## src/rtl/mem_bus_responder.sv

```systemverilog
// rtl/mem_bus_responder.sv - memory-side bus responder running wrapping SRAM bursts with wait states.
// Optional protocol error flag enabled by defining MEM_BUS_RESPONDER_ERR_EN.
module mem_bus_responder #(
    parameter int ADDR_W      = 24,
    parameter int DATA_W      = 32,
    parameter int BURST_LEN   = 4,
    parameter int WAIT_CYCLES = 2
) (
    input  logic              clk_166M66,
    input  logic              mcu_sys_rst,
    input  logic              i_data_bus_enable,
    input  logic              i_data_bus_rw,
    input  logic [ADDR_W-1:0] i_addr,
    input  logic [DATA_W-1:0] i_wdata,
    output logic              o_wdata_ready,
    output logic [DATA_W-1:0] o_rdata,
    output logic              o_rdata_valid,
    output logic              o_status_bus_transmitting,
    output logic              o_mem_ce,
    output logic              o_mem_we,
    output logic [ADDR_W-1:0] o_mem_addr,
    output logic [DATA_W-1:0] o_mem_wdata,
    input  logic [DATA_W-1:0] i_mem_rdata,
    output logic              o_bus_err
);

    localparam int               BEAT_W    = (BURST_LEN > 1) ? $clog2(BURST_LEN) : 1;
    localparam logic [BEAT_W-1:0] LAST_BEAT = BEAT_W'(BURST_LEN - 1);
    localparam logic [1:0]        WAIT_INIT = 2'(WAIT_CYCLES);

    typedef enum logic [1:0] {IDLE, ACCESS, DONE} state_t;

    state_t            state, state_d;
    logic [ADDR_W-1:0] base, base_d;
    logic              rw_q, rw_d;
    logic [BEAT_W-1:0] beat, beat_d;
    logic [1:0]        wait_cnt, wait_d;
    logic              beat_start;
    logic              rd_capture;
    logic              access_d;
    logic [ADDR_W-1:0] addr_d;

    always_comb begin
        state_d    = state;
        base_d     = base;
        rw_d       = rw_q;
        beat_d     = beat;
        wait_d     = wait_cnt;
        beat_start = 1'b0;
        rd_capture = 1'b0;
        case (state)
            IDLE: begin
                if (i_data_bus_enable) begin
                    base_d     = i_addr;
                    rw_d       = i_data_bus_rw;
                    beat_d     = '0;
                    wait_d     = WAIT_INIT;
                    beat_start = 1'b1;
                    state_d    = ACCESS;
                end
            end
            ACCESS: begin
                if (wait_cnt == 2'd0) begin
                    rd_capture = ~rw_q;
                    // A beat is never cut short; enable/rw are only judged at its last cycle.
                    if (beat == LAST_BEAT) begin
                        state_d = DONE;
                    end else if (i_data_bus_enable && (i_data_bus_rw == rw_q)) begin
                        beat_d     = beat + 1'b1;
                        wait_d     = WAIT_INIT;
                        beat_start = 1'b1;
                    end else begin
                        state_d = DONE;
                    end
                end else begin
                    wait_d = wait_cnt - 2'd1;
                end
            end
            DONE: begin
                state_d = IDLE;
            end
            default: begin
                state_d = IDLE;
            end
        endcase

        access_d = (state_d == ACCESS);
        // Wrap only the low beat bits; upper address bits stay fixed for the whole burst.
        addr_d                = base_d;
        addr_d[BEAT_W-1:0]    = base_d[BEAT_W-1:0] + beat_d;
    end

    always_ff @(posedge clk_166M66) begin
        if (mcu_sys_rst) begin
            state                     <= IDLE;
            base                      <= '0;
            rw_q                      <= 1'b0;
            beat                      <= '0;
            wait_cnt                  <= 2'd0;
            o_status_bus_transmitting <= 1'b0;
            o_mem_ce                  <= 1'b0;
            o_mem_we                  <= 1'b0;
            o_mem_addr                <= '0;
            o_mem_wdata               <= '0;
            o_wdata_ready             <= 1'b0;
            o_rdata                   <= '0;
            o_rdata_valid             <= 1'b0;
        end else begin
            state                     <= state_d;
            base                      <= base_d;
            rw_q                      <= rw_d;
            beat                      <= beat_d;
            wait_cnt                  <= wait_d;
            o_status_bus_transmitting <= access_d;
            o_mem_ce                  <= access_d;
            o_mem_we                  <= access_d & rw_d;
            o_mem_addr                <= access_d ? addr_d : '0;
            o_wdata_ready             <= beat_start & rw_d;
            if (beat_start && rw_d) begin
                o_mem_wdata <= i_wdata;
            end
            o_rdata_valid <= rd_capture;
            if (rd_capture) begin
                o_rdata <= i_mem_rdata;
            end
        end
    end

`ifdef MEM_BUS_RESPONDER_ERR_EN
    logic en_q;
    logic rw_err;
    logic addr_err;

    assign rw_err = (state == ACCESS) && i_data_bus_enable && (i_data_bus_rw != rw_q);
`ifndef SYNTHESIS
    assign addr_err = i_data_bus_enable && !en_q && $isunknown(i_addr);
`else
    assign addr_err = 1'b0;
`endif

    always_ff @(posedge clk_166M66) begin
        if (mcu_sys_rst) begin
            en_q      <= 1'b0;
            o_bus_err <= 1'b0;
        end else begin
            en_q <= i_data_bus_enable;
            if (rw_err || addr_err) begin
                o_bus_err <= 1'b1;
            end
        end
    end
`else
    assign o_bus_err = 1'b0;
`endif

endmodule

```

## config.mk

```make
export PLATFORM = sky130hd
export DESIGN_NAME = mem_bus_responder
export DESIGN_NICKNAME = d
export VERILOG_FILES = /design/src/rtl/mem_bus_responder.sv
export SDC_FILE = /design/constraint.sdc
export NUM_CORES = 1
export LEC_CHECK = 0
export ABC_AREA = 1
export CAP_MARGIN = 20
export CORE_MARGIN = 1.5
export CORE_UTILIZATION = 42
export DETAILED_ROUTE_END_ITERATION = 10
export HOLD_SLACK_MARGIN = 0.15
export PLACE_DENSITY = 0.77
export SYNTH_ARGS = -nofsm -noshare
export SYNTH_HDL_FRONTEND = slang
export SYNTH_SLANG_ARGS = --single-unit
```

## constraint.sdc

```tcl
create_clock -name clk_166M66 -period 2.1 [get_ports clk_166M66]
set_clock_uncertainty 0.1 [all_clocks]
set_input_delay 0.315 -clock clk_166M66 [delete_from_list [all_inputs] [get_ports clk_166M66]]
set_output_delay 0.315 -clock clk_166M66 [all_outputs]
set_load 0.02 [all_outputs]
```

==> qor.yml, run 1 <==
outcome: "complete, no violations"
relSlewSlack_pct: 64.8
cp_common_cell: "nand2_1"
drt_iter0_markers: 131
gr-total-overflow: 0
hold_class: "input pin to register"
h-tree-depth: 4
crit_arrival_ns: 2.27
setup_viol: 0
p_leak_nw: 2.72
nets: 781
final_common_cell: "clkdlybuf4s50_1"
finalSetupTns_ns: 0
core-area_sq_um: 9820
cp_slowest_cell: "dfxtp_1"
mappedNetlistArea_sq_um: 4270
final_cell_mix: "183 x clkdlybuf4s50_1, 123 x dfxtp_1, 118 x nor2_1"
num_rows: 36
total_power_mw: 6.41
period_share_pct: 95.2
syn_nets: 592
critPathBufInv: 3
path_class: "register to register"
ir_worst_vdd_v: 0.000561
gp_congestion: 0.808
grt_usage_pct: 21.2
ys_seq_area_share_pct: 57.6
drcViolationCount: 0
ant_nets: 0
start_util_pct: 43.5
path_cells: "ha_1 -> inv_1 -> nand2_1 -> nor2_2 -> nand3_2 -> or2_1 -> nand2_1 -> ha_1 -> inv_1 -> nand3_1 -> nand2_1 -> inv_1 -> nand3_1 -> nand2_1 -> nor2_1"
io_buffers: 184
grt_pass1_wl_um: 18400
hold_viol_final: 0
cpPeakStageDelay_ns: 0.32
vias: 3956
io-pin-count: 186
synthCells: 496
die_area_sq_um: 10800
drt-total-wl_um: 11400
dp_hpwl_um: 7770
root_buffer: "clkbuf_8"
startpoint_type: "register"
critPathMaxFanout: 3
clockBufferDepth: 2
p_per_area_nw_per_um2: 934
syn2layout_area_growth_pct: 60.6
post-route-cell-area_sq_um: 6860
first_pass_iters: 4
grt_start_max_net_pins: 55
slew_violations: 0
clock-sinks: 123
end_kind: "register"
ys_ff_latch: 123
synth_cell_type_count: 24
num_antenna_cells: 0
worst-endpoint-required_ns: 2.37
antenna_found_initial: 0
place_inst: 796
fillerInstances: 791
cts_made_buffers: 17
via_per_inst: 4.76
critPathTopFamily: "simple AND/OR/NAND/NOR gates"
grt_pass1_vias: 3806
wire_per_inst_um: 13.8
cts_tree: "done"
yosysWarnings: 0
drv_cap: 0
die_x_um: 104
clkTransAtPathRegs_ns: 0.06
fin_util_pct: 69.9
tightest_slew_ns: 0.526
drive_above_1_share_pct: 9.60
period_minus_slack_ns: 2.00
reg2reg_slack_ns: 0.10
syn_area_per_cell_sq_um: 8.61
place_area_sq_um: 6260
fmax_mhz: 500
die_y_um: 104
finalNonFillerCells: 831
insertion_delay_ns: 0.50
-- logic make-up (layout without fill, tap and decap cells) --
logic type	Yosys count	count (layout)	share of synthesized area [%]
buf+inv	52	254	5.83
other cells	1	1	0.0878
fa+ha+maj	4	4	1.17
compound gates	73	73	8.64
simple gates	222	222	21.7
flops	123	123	57.6
mux	21	21	4.92
-- area by class of cell --
cell class	instances	area (sq um)	area share, %
well taps	133	166	2.43
multi-input cells	321	1580	23.1
clock inverters	12	98.8	1.44
clock buffers	20	445	6.49
flip-flops and latches	123	2460	35.9
repair buffers	202	2020	29.5
inverters	20	78.8	1.15
-- power by group --
group | total (mW) | internal (mW) | switching (mW) | leakage [nW]
Combinational | 1.21 | 0.587 | 0.621 | 1.45
Sequential | 2.60 | 2.52 | 0.0806 | 1.00
Clock | 2.60 | 1.61 | 0.987 | 0.262
-- flip-flops by register name (all words and copies together), names as in the netlist --
name           count
o_wdata_ready      1
o_rdata           32
o_mem_ce           1
beat               2
base              24
o_mem_addr        24
o_rdata_valid      1
wait_cnt           2
o_mem_we           1
state              2
o_mem_wdata       32
rw_q               1
-- routing by layer --
metal  vias up  GRT usage (%)  wire [um]
met5         -              0          0
met4         0           9.42        215
li1       1980              -          -
met3        16           5.83        602
met2       119           37.4       5930
met1      1841           23.9       4680
-- synth_stat cells --
library cell,instances,area (sq um)
nand3_1,43,215
nor2_1,118,443
inv_2,3,11.3
buf_6,2,22.5
nand4_1,1,6.26
conb_1,1,3.75
nand2_2,4,25.0
or2_0,1,6.26
a21oi_1,37,185
or2_1,1,6.26
nor3_1,1,5.00
clkbuf_1,13,48.8
mux2i_1,21,210
buf_4,7,52.6
o21ai_0,35,175
nor2_2,3,18.8
ha_1,4,50.1
nand2_1,48,180
o21ai_2,1,8.76
buf_2,10,50.1
nand3_2,1,10.0
dfxtp_1,123,2460
nor2_4,1,11.3
inv_1,17,63.8
-- path summary, 6_finish.rpt --
path,start,end,cells after the start
setup / recovery,beat[0]$_SDFF_PP0_,o_mem_addr[1]$_SDFF_PP0_,15
hold / removal,i_wdata[27],o_mem_wdata[27]$_SDFFE_PP0P_,3
setup reg to reg,beat[0]$_SDFF_PP0_,o_mem_addr[1]$_SDFF_PP0_,15
hold reg to reg,o_mem_wdata[11]$_SDFFE_PP0P_,o_mem_wdata[11]$_SDFFE_PP0P_,2
-- tightest hold or removal path: stages --
cell	delay [ns]
clkdlybuf4s50_1	0.40
nand3_1	0.08
a21oi_1	0.05
-- timing repair --
item / in CTS / in global routing
hold buffers: 1 / 0
resized for setup: 0 / 7
hold endpoints to repair: 10 / 0
setup endpoints to repair: 0 / 31
buffers inserted: 0 / 2
-- through the flow --
stage          hold slack [ns]  setup slack, ns
2_1_floorplan            0.341            0.207
3_3_place_gp             0.347           -0.112
3_5_place_dp             0.351           -0.178
4_1_cts                  0.269           0.0480
5_1_grt                  0.275          -0.0277
6_report                 0.289            0.100
No activity file was read; power rests on OpenSTA's default activity.
==> run 2, diff against run 1 <==
--- a/config.mk
+++ b/config.mk
@@ -12,6 +12,7 @@
 export DETAILED_ROUTE_END_ITERATION = 10
 export HOLD_SLACK_MARGIN = 0.15
 export PLACE_DENSITY = 0.77
+export REMOVE_ABC_BUFFERS = 1
 export SYNTH_ARGS = -nofsm -noshare
 export SYNTH_HDL_FRONTEND = slang
 export SYNTH_SLANG_ARGS = --single-unit
==> qor.yml, run 2 (same netlist as run 1, synthesis figures left out) <==
outcome: "complete, no violations"  # unchanged
drv_cap: 0  # unchanged
p_sw_mw: 1.71  # was 1.69 mW
fmax_mhz: 510  # was 500 MHz
die_y_um: 104  # unchanged
pwr-share-clk_pct: 42.4  # was 40.6%
drive_above_1_share_pct: 8.76  # was 9.60%
p_per_area_nw_per_um2: 961  # was 934 nW/um^2
clockBufferDepth: 2  # unchanged
multi_input_area_sq_um: 1580  # unchanged
worst-endpoint-required_ns: 2.38  # was 2.37 ns
dp_hpwl_um: 8080  # was 7770 um
hold_class: "input pin to register"  # unchanged
syn2layout_area_growth_pct: 60.3  # was 60.6%
die_x_um: 104  # unchanged
finalNonFillerCells: 829  # was 831
use_met2_pct: 38.3  # was 37.4%
gr-total-overflow: 0  # unchanged
cp_common_cell: "nand2_1"  # unchanged
period_minus_slack_ns: 1.96  # was 2.00 ns
grt_start_max_net_pins: 52  # was 55
grt_pass1_wl_um: 18700  # was 18400 um
place_area_sq_um: 6240  # was 6260 sq um
drt-total-wl_um: 11600  # was 11400 um
num_antenna_cells: 0  # unchanged
grt_busiest_layer: "met2"  # unchanged
io_buffers: 184  # unchanged
comb_power_share_pct: 18.1  # was 18.8%
p_seq_share_pct: 39.5  # was 40.6%
first_pass_iters: 4  # unchanged
end_kind: "register"  # unchanged
fin_util_pct: 69.8  # was 69.9%
path_cells: "ha_1 -> inv_1 -> nand2_1 -> nor2_2 -> nand3_2 -> or2_1 -> nand2_1 -> ha_1 -> inv_1 -> nand3_1 -> nand2_1 -> inv_1 -> nand3_1 -> nand2_1 -> nor2_1"  # unchanged
place_inst: 796  # unchanged
p_sw_share_pct: 26.0  # was 26.3%
post-route-cell-area_sq_um: 6850  # was 6860 sq um
wire_per_inst_um: 13.9  # was 13.8 um
ant_nets: 0  # unchanged
grt_usage_pct: 21.7  # was 21.2%
relSlewSlack_pct: 44.4  # was 64.8%
tightest_slew_ns: 0.833  # was 0.526 ns
insertion_delay_ns: 0.50  # about the same
hold_ws_ns: 0.284  # was 0.289 ns
regArea_sq_um: 2460  # unchanged
hold_viol_final: 0  # unchanged
slew_violations: 0  # unchanged
final_common_cell: "clkdlybuf4s50_1"  # unchanged
final_cell_mix: "183 x clkdlybuf4s50_1, 123 x dfxtp_1, 118 x nor2_1"  # unchanged
nets: 779  # was 781
h-tree-depth: 4  # unchanged
gr-usage-met3_pct: 6.20  # was 5.83%
grt_pass1_vias: 3874  # was 3806
cts_made_buffers: 17  # unchanged
critPathBufInv: 3  # unchanged
clkTransAtPathRegs_ns: 0.06  # about the same
crit_arrival_ns: 2.24  # was 2.27 ns
path_class: "register to register"  # unchanged
gp_congestion: 0.849  # was 0.808
cpPeakStageDelay_ns: 0.32  # about the same
drcViolationCount: 0  # unchanged
p_leak_nw: 2.73  # was 2.72 nW
startpoint_type: "register"  # unchanged
vias: 3999  # was 3956
die_area_sq_um: 10800  # unchanged
drt_iter0_markers: 194  # was 131
ir_worst_vdd_v: 0.000517  # was 0.000561 V
rsz0062_at_grt: "no"
critPathTopFamily: "simple AND/OR/NAND/NOR gates"  # unchanged
num_rows: 36  # unchanged
root_buffer: "clkbuf_8"  # unchanged
period_share_pct: 93.4  # was 95.2%
io-pin-count: 186  # unchanged
antenna_found_initial: 0  # unchanged
setup_viol: 0  # unchanged
cp_slowest_cell: "dfxtp_1"  # unchanged
critPathMaxFanout: 3  # unchanged
core-area_sq_um: 9820  # unchanged
fillerInstances: 763  # was 791
clock-sinks: 123  # unchanged
grt_use_met1_pct: 25.0  # was 23.9%
p_int_mw: 4.87  # was 4.72 mW
cts_tree: "done"  # unchanged
start_util_pct: 43.5  # unchanged
via_per_inst: 4.82  # was 4.76
biggestRegsByFlops: "o_mem_wdata x32, o_rdata x32"  # unchanged
run 2: worst register-to-register path: cells and delay by family, from the launching register on:
kind	cells	cell delay, ns
adder cells (fa/ha/maj)	2	0.36
buffers and inverters	3	0.14
AND/OR/NAND/NOR	10	0.91
flip-flops	1	0.32
run 2: cell type report:
cell class,count,area share [%]
Clock inverter,10,1.68
Multi-Input combinational cell,321,23.1
Sequential cell,123,36.0
Inverter,20,1.10
Timing Repair Buffer,200,29.0
Tap cell,133,2.43
Clock buffer,22,6.76
run 2: repair_timing:
action	CTS	global route
gates resized for setup	0	4
buffers inserted	0	0
endpoints found under the hold margin	8	0
hold buffers	1	0
setup endpoints to repair	0	1
run 2: per-layer routing:
layer | up-vias | routed length [um]
met1 | 1843 | 4660
met3 | 17 | 760
met2 | 157 | 5950
li1 | 1982 | -
met5 | - | 0
met4 | 0 | 182
run 2: worst paths after layout:
kind                                              startpoint  cells past startpoint  slack (ns)                           end
worst max register to register            beat[0]$_SDFF_PP0_                     15        0.14      o_mem_addr[1]$_SDFF_PP0_
worst max-delay path                      beat[0]$_SDFF_PP0_                     15        0.14      o_mem_addr[1]$_SDFF_PP0_
worst min register to register  o_mem_wdata[20]$_SDFFE_PP0P_                      2        0.36  o_mem_wdata[20]$_SDFFE_PP0P_
worst min-delay path                             i_wdata[17]                      3        0.28  o_mem_wdata[17]$_SDFFE_PP0P_
run 2: stage by stage:
stage / setup TNS (ns) / power [mW] / worst slack [ns]
floorplan: -17.20 / 3.20 / -0.523
global placement: -0.121 / 3.80 / -0.121
detailed placement: -0.174 / 3.83 / -0.174
CTS: 0 / 6.63 / 0.0715
global route: 0 / 6.87 / 0.00202
finish: 0 / 6.58 / 0.139
run 2: power by group through the flow:
stage                     logic (mW)  registers, mW  clock network [mW]
after floorplan                0.392           2.81                   0
after global placement          1.16           2.64                   0
after detailed placement        1.18           2.64                   0
after CTS                       1.19           2.60                2.84
after global routing            1.29           2.61                2.97
final                           1.19           2.60                2.79
==> run 3, diff against run 2 <==
--- a/config.mk
+++ b/config.mk
@@ -8,10 +8,11 @@
 export ABC_AREA = 1
 export CAP_MARGIN = 20
 export CORE_MARGIN = 1.5
-export CORE_UTILIZATION = 42
+export CORE_UTILIZATION = 43
+export CTS_BUF_LIST = sky130_fd_sc_hd__clkbuf_8
 export DETAILED_ROUTE_END_ITERATION = 10
 export HOLD_SLACK_MARGIN = 0.15
-export PLACE_DENSITY = 0.77
+export PLACE_DENSITY = 0.79
 export REMOVE_ABC_BUFFERS = 1
 export SYNTH_ARGS = -nofsm -noshare
 export SYNTH_HDL_FRONTEND = slang
==> qor.yml, run 3 (same netlist as run 1, synthesis figures left out) <==
outcome: "complete, no violations"  # unchanged
crit_arrival_ns: 2.17  # was 2.24 ns
finalSetupTns_ns: 0  # unchanged
critPathMaxFanout: 3  # unchanged
worst-endpoint-required_ns: 2.31  # was 2.38 ns
antenna_found_initial: 0  # unchanged
hold_viol_final: 0  # unchanged
relSlewSlack_pct: 46.5  # was 44.4%
final_cell_mix: "183 x clkdlybuf4s50_1, 121 x dfxtp_1, 118 x nor2_1"  # was 183 x clkdlybuf4s50_1, 123 x dfxtp_1, 118 x nor2_1
die_area_sq_um: 10500  # was 10800 sq um
total_power_mw: 6.18  # was 6.58 mW
critPathTopFamily: "simple AND/OR/NAND/NOR gates"  # unchanged
drt_iter0_markers: 169  # was 194
tightest_slew_ns: 0.802  # was 0.833 ns
cts_tree: "done"  # unchanged
clkTransAtPathRegs_ns: 0.07  # was 0.06 ns
io-pin-count: 186  # unchanged
gp_congestion: 0.809  # was 0.849
end_kind: "register"  # unchanged
grt_pass1_wl_um: 17400  # was 18700 um
drt-total-wl_um: 11500  # was 11600 um
num_antenna_cells: 0  # unchanged
finalNonFillerCells: 832  # was 829
p_leak_nw: 2.71  # was 2.73 nW
path_cells: "ha_1 -> inv_1 -> nand2_1 -> nor2_2 -> nand3_2 -> or2_1 -> nand2_1 -> ha_2 -> inv_1 -> nand3_2 -> nand2_2 -> inv_1 -> nand3_1 -> nand2_1 -> nor2_1"  # was ha_1 -> inv_1 -> nand2_1 -> nor2_2 -> nand3_2 -> or2_1 -> nand2_1 -> ha_1 -> inv_1 -> nand3_1 -> nand2_1 -> inv_1 -> nand3_1 -> nand2_1 -> nor2_1
place_inst: 798  # was 796
reg2reg_slack_ns: 0.13  # was 0.14 ns
startpoint_type: "register"  # unchanged
drv_cap: 0  # unchanged
die_y_um: 103  # was 104 um
ir_worst_vdd_v: 0.000474  # was 0.000517 V
cts_made_buffers: 17  # unchanged
cp_slowest_cell: "dfxtp_2"  # was dfxtp_1
clockBufferDepth: 2  # unchanged
io_buffers: 184  # unchanged
critPathBufInv: 3  # unchanged
h-tree-depth: 4  # unchanged
core-area_sq_um: 9680  # was 9820 sq um
insertion_delay_ns: 0.43  # was 0.50 ns
final_common_cell: "clkdlybuf4s50_1"  # unchanged
num_rows: 36  # unchanged
setup_slack_ns: 0.134  # was 0.139 ns
first_pass_iters: 5  # was 4
place_area_sq_um: 6270  # was 6240 sq um
die_x_um: 103  # was 104 um
clock-sinks: 123  # unchanged
path_class: "register to register"  # unchanged
gr-total-overflow: 0  # unchanged
biggestRegsByFlops: "o_mem_wdata x32, o_rdata x32"  # unchanged
setup_viol: 0  # unchanged
cpPeakStageDelay_ns: 0.33  # was 0.32 ns
p_per_area_nw_per_um2: 914  # was 961 nW/um^2
drive_above_1_share_pct: 10.0  # was 8.76%
hold_class: "input pin to register"  # unchanged
grt_usage_pct: 21.5  # was 21.7%
nets: 782  # was 779
period_share_pct: 93.6  # was 93.4%
fmax_mhz: 509  # was 510 MHz
start_util_pct: 44.1  # was 43.5%
grt_pass1_vias: 3748  # was 3874
dp_slack_ns: -0.169  # was -0.174 ns
post-route-cell-area_sq_um: 6770  # was 6850 sq um
wire_per_inst_um: 13.8  # was 13.9 um
drcViolationCount: 0  # unchanged
via_per_inst: 4.78  # was 4.82
vias: 3980  # was 3999
dp_hpwl_um: 8080  # about the same
period_minus_slack_ns: 1.97  # was 1.96 ns
ant_nets: 0  # unchanged
syn2layout_area_growth_pct: 58.4  # was 60.3%
ctsHoldBuffers: 0  # was 1
root_buffer: "clkbuf_8"  # unchanged
grt_start_max_net_pins: 54  # was 52
slew_violations: 0  # unchanged
run 3: cell types whose count changed in the layout (fill, tap and decap cells not counted), sizes merged:
| cell | before | now |
|---|---|---|
| inv | 21 | 23 |
| buf | 16 | 20 |
| clkinvlp | 3 | 1 |
| bufinv | 2 | 5 |
| clkbuf | 22 | 19 |
| dlygate4sd3 | 1 | 0 |
run 3: worst register-to-register path: stages, from the launching register on:
cell and delay, ns:
dfxtp_2 0.33, ha_1 0.19, inv_1 0.06, nand2_1 0.05, nor2_2 0.14, nand3_2 0.10, or2_1 0.25, nand2_1 0.08
ha_2 0.18, inv_1 0.05, nand3_2 0.07, nand2_2 0.05, inv_1 0.04, nand3_1 0.06, nand2_1 0.06, nor2_1 0.03
run 3: metal layers:
metal  vias to the layer above  wire [um]  track usage (%)
met5                         -          0                0
met4                         0        296             10.4
met3                        22        784             7.32
met2                       137       5720             36.4
met1                      1844       4670             24.3
li1                       1977          -                -
run 3: worst paths after layout:
check	depth (start not counted)	start	end
min	3	mcu_sys_rst	o_mem_wdata[5]$_SDFFE_PP0P_
max	15	beat[0]$_SDFF_PP0_	o_mem_addr[1]$_SDFF_PP0_
min reg2reg	2	o_mem_wdata[26]$_SDFFE_PP0P_	o_mem_wdata[26]$_SDFFE_PP0P_
max reg2reg	15	beat[0]$_SDFF_PP0_	o_mem_addr[1]$_SDFF_PP0_
run 3: area by class of cell:
class                      count  area, sq um
tap                          133          166
inverter                      20         75.1
clock buffer                  19          262
clock inverter                13          198
multi-input combinational    321         1580
timing repair buffer         203         2020
sequential                   123         2460
fill                         746         2920
run 3: report_power, final:
| group | internal (mW) | switching, mW |
|---|---|---|
| clock | 1.47 | 0.913 |
| sequential | 2.52 | 0.0793 |
| combinational | 0.585 | 0.622 |
| total | 4.57 | 1.61 |
run 3: repair_timing:
item,CTS,global route
setup buffers,0,2
gates resized for setup,0,8
endpoints found under the setup margin,0,1
endpoints found under the hold margin,0,0
run 3: stage by stage:
| step | hold slack, ns | utilization [%] |
|---|---|---|
| after floorplan | 0.284 | - |
| after detailed placement | 0.351 | 64.7 |
| after global routing | 0.194 | 69.9 |
| after global placement | 0.346 | 64.7 |
| final | 0.210 | 69.9 |
| after CTS | 0.180 | 69.4 |
